[src/rtl/dpram_port_arbiter.sv]
// dpram_port_arbiter
//
// Two-master round-robin arbiter for port s2 of the shared dual-port RAM.
// Master 0 is the multiply sequencer. Master 1 is the status/result writer.
// Each clock, at most one request wins. The winning access is registered onto
// the dpram_s2_* pins. Read completions go back to the issuing master through
// a tag pipeline that is READ_LATENCY+1 stages deep.
//
// Optional feature, enabled by defining DPRAM_ARB_LOCK_EN: a master that
// handshakes with lock=1 keeps the port until it handshakes with lock=0. When
// the macro is undefined, the lock inputs are ignored and every handshake is
// arbitrated round-robin.
//
// Ports:
//   clk_i, rst_i_n           clock, async active-low reset
//   mN_req_i/we/addr/wdata   master N access request (N = 0, 1)
//   mN_lock_i                master N keeps ownership after this beat
//   mN_gnt_o                 combinational grant
//   mN_rvalid_o, mN_rdata_o  read completion pulse and data
//   dpram_s2_*               registered RAM port s2 controls, RAM read data in
module dpram_port_arbiter #(
  parameter int unsigned ADDR_W       = 4,
  parameter int unsigned DATA_W       = 32,
  parameter int unsigned READ_LATENCY = 2
) (
  input  logic              clk_i,
  input  logic              rst_i_n,
  input  logic              m0_req_i,
  input  logic              m0_we_i,
  input  logic [ADDR_W-1:0] m0_addr_i,
  input  logic [DATA_W-1:0] m0_wdata_i,
  input  logic              m0_lock_i,
  output logic              m0_gnt_o,
  output logic              m0_rvalid_o,
  output logic [DATA_W-1:0] m0_rdata_o,
  input  logic              m1_req_i,
  input  logic              m1_we_i,
  input  logic [ADDR_W-1:0] m1_addr_i,
  input  logic [DATA_W-1:0] m1_wdata_i,
  input  logic              m1_lock_i,
  output logic              m1_gnt_o,
  output logic              m1_rvalid_o,
  output logic [DATA_W-1:0] m1_rdata_o,
  output logic [ADDR_W-1:0] dpram_s2_addr_o,
  output logic              dpram_s2_clken_o,
  output logic              dpram_s2_write_en_o,
  output logic [DATA_W-1:0] dpram_s2_writedata,
  input  logic [DATA_W-1:0] dpram_s2_readdata
);

  localparam int unsigned TagDepth = READ_LATENCY + 1;

  typedef enum logic [1:0] {ArbOpen, ArbLock0, ArbLock1} arb_state_e;

  arb_state_e state_q, state_d;
  // Id of the master that took the most recent handshake. It resets to 1 so
  // that master 0 wins the first contention.
  logic last_grant_q, last_grant_d;

  logic hs0, hs1, hs;
  logic              sel_we;
  logic [ADDR_W-1:0] sel_addr;
  logic [DATA_W-1:0] sel_wdata;

  logic              clken_q, we_q;
  logic [ADDR_W-1:0] addr_q;
  logic [DATA_W-1:0] wdata_q;
  logic [TagDepth-1:0] tag_valid_q;
  logic [TagDepth-1:0] tag_id_q;

  // State register
  always_ff @(posedge clk_i or negedge rst_i_n) begin
    if (!rst_i_n) begin
      state_q      <= ArbOpen;
      last_grant_q <= 1'b1;
    end else begin
      state_q      <= state_d;
      last_grant_q <= last_grant_d;
    end
  end

  // Next-state logic
  always_comb begin
    state_d      = state_q;
    last_grant_d = last_grant_q;
    if (hs0) begin
      last_grant_d = 1'b0;
    end else if (hs1) begin
      last_grant_d = 1'b1;
    end
`ifdef DPRAM_ARB_LOCK_EN
    unique case (state_q)
      ArbOpen: begin
        if (hs0 && m0_lock_i) begin
          state_d = ArbLock0;
        end else if (hs1 && m1_lock_i) begin
          state_d = ArbLock1;
        end
      end
      ArbLock0: if (hs0 && !m0_lock_i) state_d = ArbOpen;
      ArbLock1: if (hs1 && !m1_lock_i) state_d = ArbOpen;
      default:  state_d = ArbOpen;
    endcase
`else
    state_d = ArbOpen;
`endif
  end

`ifndef DPRAM_ARB_LOCK_EN
  logic unused_lock;
  assign unused_lock = m0_lock_i ^ m1_lock_i;
`endif

  // Output logic: grants are combinational and are held low while in reset
  always_comb begin
    m0_gnt_o = 1'b0;
    m1_gnt_o = 1'b0;
    if (rst_i_n) begin
      unique case (state_q)
        ArbLock0: m0_gnt_o = m0_req_i;
        ArbLock1: m1_gnt_o = m1_req_i;
        default: begin
          if (m0_req_i && m1_req_i) begin
            m0_gnt_o = last_grant_q;
            m1_gnt_o = ~last_grant_q;
          end else begin
            m0_gnt_o = m0_req_i;
            m1_gnt_o = m1_req_i;
          end
        end
      endcase
    end
  end

  assign hs0 = m0_req_i & m0_gnt_o;
  assign hs1 = m1_req_i & m1_gnt_o;
  assign hs  = hs0 | hs1;

  assign sel_we    = hs1 ? m1_we_i    : m0_we_i;
  assign sel_addr  = hs1 ? m1_addr_i  : m0_addr_i;
  assign sel_wdata = hs1 ? m1_wdata_i : m0_wdata_i;

  // Issue registers and read tag pipeline. Addr and wdata hold when idle.
  always_ff @(posedge clk_i or negedge rst_i_n) begin
    if (!rst_i_n) begin
      clken_q     <= 1'b0;
      we_q        <= 1'b0;
      addr_q      <= '0;
      wdata_q     <= '0;
      tag_valid_q <= '0;
      tag_id_q    <= '0;
    end else begin
      clken_q     <= hs;
      we_q        <= hs & sel_we;
      if (hs) begin
        addr_q  <= sel_addr;
        wdata_q <= sel_wdata;
      end
      tag_valid_q <= {tag_valid_q[TagDepth-2:0], hs & ~sel_we};
      tag_id_q    <= {tag_id_q[TagDepth-2:0], hs1};
    end
  end

  assign dpram_s2_addr_o     = addr_q;
  assign dpram_s2_clken_o    = clken_q;
  assign dpram_s2_write_en_o = we_q;
  assign dpram_s2_writedata  = wdata_q;

  assign m0_rvalid_o = tag_valid_q[TagDepth-1] & ~tag_id_q[TagDepth-1];
  assign m1_rvalid_o = tag_valid_q[TagDepth-1] &  tag_id_q[TagDepth-1];
  assign m0_rdata_o  = dpram_s2_readdata;
  assign m1_rdata_o  = dpram_s2_readdata;

endmodule

[config.mk]
export PLATFORM = sky130hd
export DESIGN_NAME = dpram_port_arbiter
export DESIGN_NICKNAME = d
export VERILOG_FILES = /design/src/rtl/dpram_port_arbiter.sv
export SDC_FILE = /design/constraint.sdc
export NUM_CORES = 1
export LEC_CHECK = 0
export CAP_MARGIN = 25
export CELL_PAD_IN_SITES_DETAIL_PLACEMENT = 1
export CELL_PAD_IN_SITES_GLOBAL_PLACEMENT = 1
export CORE_MARGIN = 2
export CORE_UTILIZATION = 23
export DETAILED_ROUTE_END_ITERATION = 10
export PLACE_DENSITY_LB_ADDON = 0.1
export SETUP_SLACK_MARGIN = 0.15
export SLEW_MARGIN = 10
export SYNTH_ARGS = -nofsm -noshare
export SYNTH_HDL_FRONTEND = slang
export SYNTH_SLANG_ARGS = --single-unit
[constraint.sdc]
create_clock -name clk_i -period 4.35 [get_ports clk_i]
set_clock_uncertainty 0.1 [all_clocks]
set_input_delay 0.87 -clock clk_i [delete_from_list [all_inputs] [get_ports clk_i]]
set_output_delay 0.87 -clock clk_i [all_outputs]
set_load 0.005 [all_outputs]
==> results.tsv <==
metric	value	unit
hold_violations	0	
synthDistinctLibCells	20	
synth_enable_flop_cells	0	
reg2reg_from	last_grant_q	
worst_slack	1.14	ns
holdPathEnd	tag_valid_q[1]	
htree_levels	2	
clock_tree.buffer_depth	2	
dp_hpwl	4610	um
hold_path_class	reg -> reg	
synth_top_cell_area_share	46.5	%
root_buffer	clkbuf_8	
grt_pass1_wl	10400	um
postSynthCellCount	208	
timing.critical_path.mode_cell	clkdlybuf4s50_1	
fin_crit	3.21	ns
synth.most_common_cell	buf_4	
status	complete, no violations	
yosysWarnings	0	
setup_viol	0	
holdPathStages	0	
design_area	3300	um2
rsz0062_at_grt	false	
hold_start	tag_valid_q[0]	
cts.sinks	45	
die_w	106	um
final_max_slew_viol_count	0	
drt_wl_total	6750	um
core_region_area	10200	um2
dieArea	11100	um2
placed_area	3220	um2
end_kind	output port	
cp_slowest_cell	clkdlybuf4s50_1	
initialDrtViolationCount	41	
r2r_setup_slack	2.71	ns
grt_start_max_net_pins	46	
crit_required	3.38	ns
drc	0	
path_class	in -> out	
cts_buffers	5	
fmaxAchievable	312	MHz
num_antenna_cells	0	
area_growth	39.4	%
ant_nets	0	
post_cts_buffers	0	
ios	218	
cts_tree	built	
antenna_found_initial	0	
r2r_end	dpram_s2_addr_o[2]	
synthArstFlopShare	100	%
wl_per_cell	16.8	um
ir_drop	0.125	mV
power_density	323	nW/um2
syn_area	2370	um2
cts.clk_slew.worst_paths	0.09	ns
max_stage_delay	0.56	ns
grtUsageTotal	12.2	%
cp_max_fo	5	
synth_ff_type	dfrtp_1	
gp_congestion	0.685	
final_util	32.4	%
fin_crit_sh	73.7	%
synth.ff_latch_count	45	
vias	1696	
ctsResizeCount	0	
yosys-top-cells-count	64 x buf_4, 44 x dfrtp_1, 39 x and2_1, 36 x a221o_1, 4 x buf_6	
initial_core_util	23.3	%
dp_slack	1.14	ns
syn_avg_cell_area	11.4	um2
path_cells	clkdlybuf4s50_1 -> and2_4 -> and2_1 -> clkdlybuf4s50_1	
startpoint_type	primary input	
drive_above_1_share	7.55	%
worst_pin_slew	0.597	ns
vias_per_cell	4.23	
die_h	106	um
synthTopCellsByArea	dfrtp_1 46%, buf_4 20%, a221o_1 15%	
crit_start	m1_req_i	
max_slew_margin	60.2	%
row_count	37	
insertion_delay	0.29	ns
p_leak	1.36	nW
maxCapViolations	0	
r2r_cells	4	
nets	376	
grt-ovfl-total	0	
arrival	2.24	ns
hold_buffers	0	
seq_area_frac_synth	47.6	%
grt_pass1_vias	1896	
synth_fp_nets	320	
dr.pass1.iters	4	
final.setup.tns	0	ns
synth_top_area_cell	dfrtp_1	
port-buffer-count	119	
-- critical path: cells and delay by family --
kind | cells | cell delay [ns]
buf+inv | 2 | 1.05
simple gates | 2 | 0.32
-- worst max path at each step --
| stage | depth (start not counted) | slack (ns) | end |
|---|---|---|---|
| 6_report | 4 | 1.14 | m1_gnt_o |
| 5_1_grt | 4 | 1.10 | m1_gnt_o |
| 4_1_cts | 4 | 1.14 | m1_gnt_o |
| 3_5_place_dp | 4 | 1.14 | m1_gnt_o |
| 3_3_place_gp | 4 | 1.14 | m1_gnt_o |
| 2_1_floorplan | 3 | 1.96 | m0_gnt_o |
-- state kept, by name (all words and copies together), names as in the netlist --
name	flops
dpram_s2_writedata	32
dpram_s2_addr_o	4
tag_id_q	3
tag_valid_q	3
dpram_s2_clken_o	1
dpram_s2_write_en_o	1
last_grant_q	1
-- metal layers --
| metal | GRT usage (%) | vias up | wire length (um) |
|---|---|---|---|
| met3 | 3.65 | 31 | 498 |
| met4 | 5.64 | 0 | 174 |
| met2 | 21.4 | 63 | 3370 |
| met5 | 0 | - | 0 |
| met1 | 13.6 | 827 | 2700 |
| li1 | - | 775 | - |
-- metrics by stage --
| step | power (mW) | std cells | hold slack [ns] |
|---|---|---|---|
| final | 1.07 | 401 | 0.254 |
| after global routing | 1.14 | 401 | 0.261 |
| after CTS | 1.10 | 401 | 0.258 |
| after detailed placement | 0.827 | 393 | 0.236 |
| after global placement | 0.826 | 393 | 0.234 |
| after floorplan | 0.656 | 208 | 0.231 |
-- where the power goes --
part	leakage [nW]	switching [mW]	internal (mW)
logic	0.754	0.0997	0.211
registers	0.559	0.0263	0.475
clock network	0.0439	0.145	0.111
total	1.36	0.271	0.797
-- final cells by class --
cell class / instances / area (um2)
timing repair buffer: 124 / 1220
inverter: 2 / 7.51
tap: 136 / 170
clock buffer: 5 / 68.8
sequential: 45 / 1130
multi-input combinational: 86 / 689
fill: 1156 / 6880
clock inverter: 3 / 17.5
-- cell families after synthesis --
logic type | count (synthesis) | share of synthesized area [%]
buffers and inverters | 77 | 23.8
flip-flops | 45 | 47.6
AND/OR/NAND/NOR | 45 | 11.7
AO/OA/AOI/OAI | 40 | 16.4
multiplexers | 1 | 0.475
-- placed cells by master, fill, tap and decap left out --
| cell | instances |
|---|---|
| buf_4 | 5 |
| nor2b_1 | 1 |
| mux2_2 | 1 |
| dfstp_2 | 1 |
| clkbuf_8 | 5 |
| clkinvlp_4 | 1 |
| a21oi_4 | 1 |
| and2_4 | 1 |
| and3_1 | 1 |
| inv_1 | 2 |
| dfrtp_1 | 44 |
| clkinv_2 | 2 |
| nand2_1 | 2 |
| and2_1 | 39 |
| a21bo_2 | 1 |
| clkdlybuf4s50_1 | 118 |
| o21ai_2 | 1 |
| nand3_1 | 1 |
| a221o_1 | 36 |
| buf_2 | 1 |
| a21oi_1 | 1 |
Power figures use the tool's default switching activity.
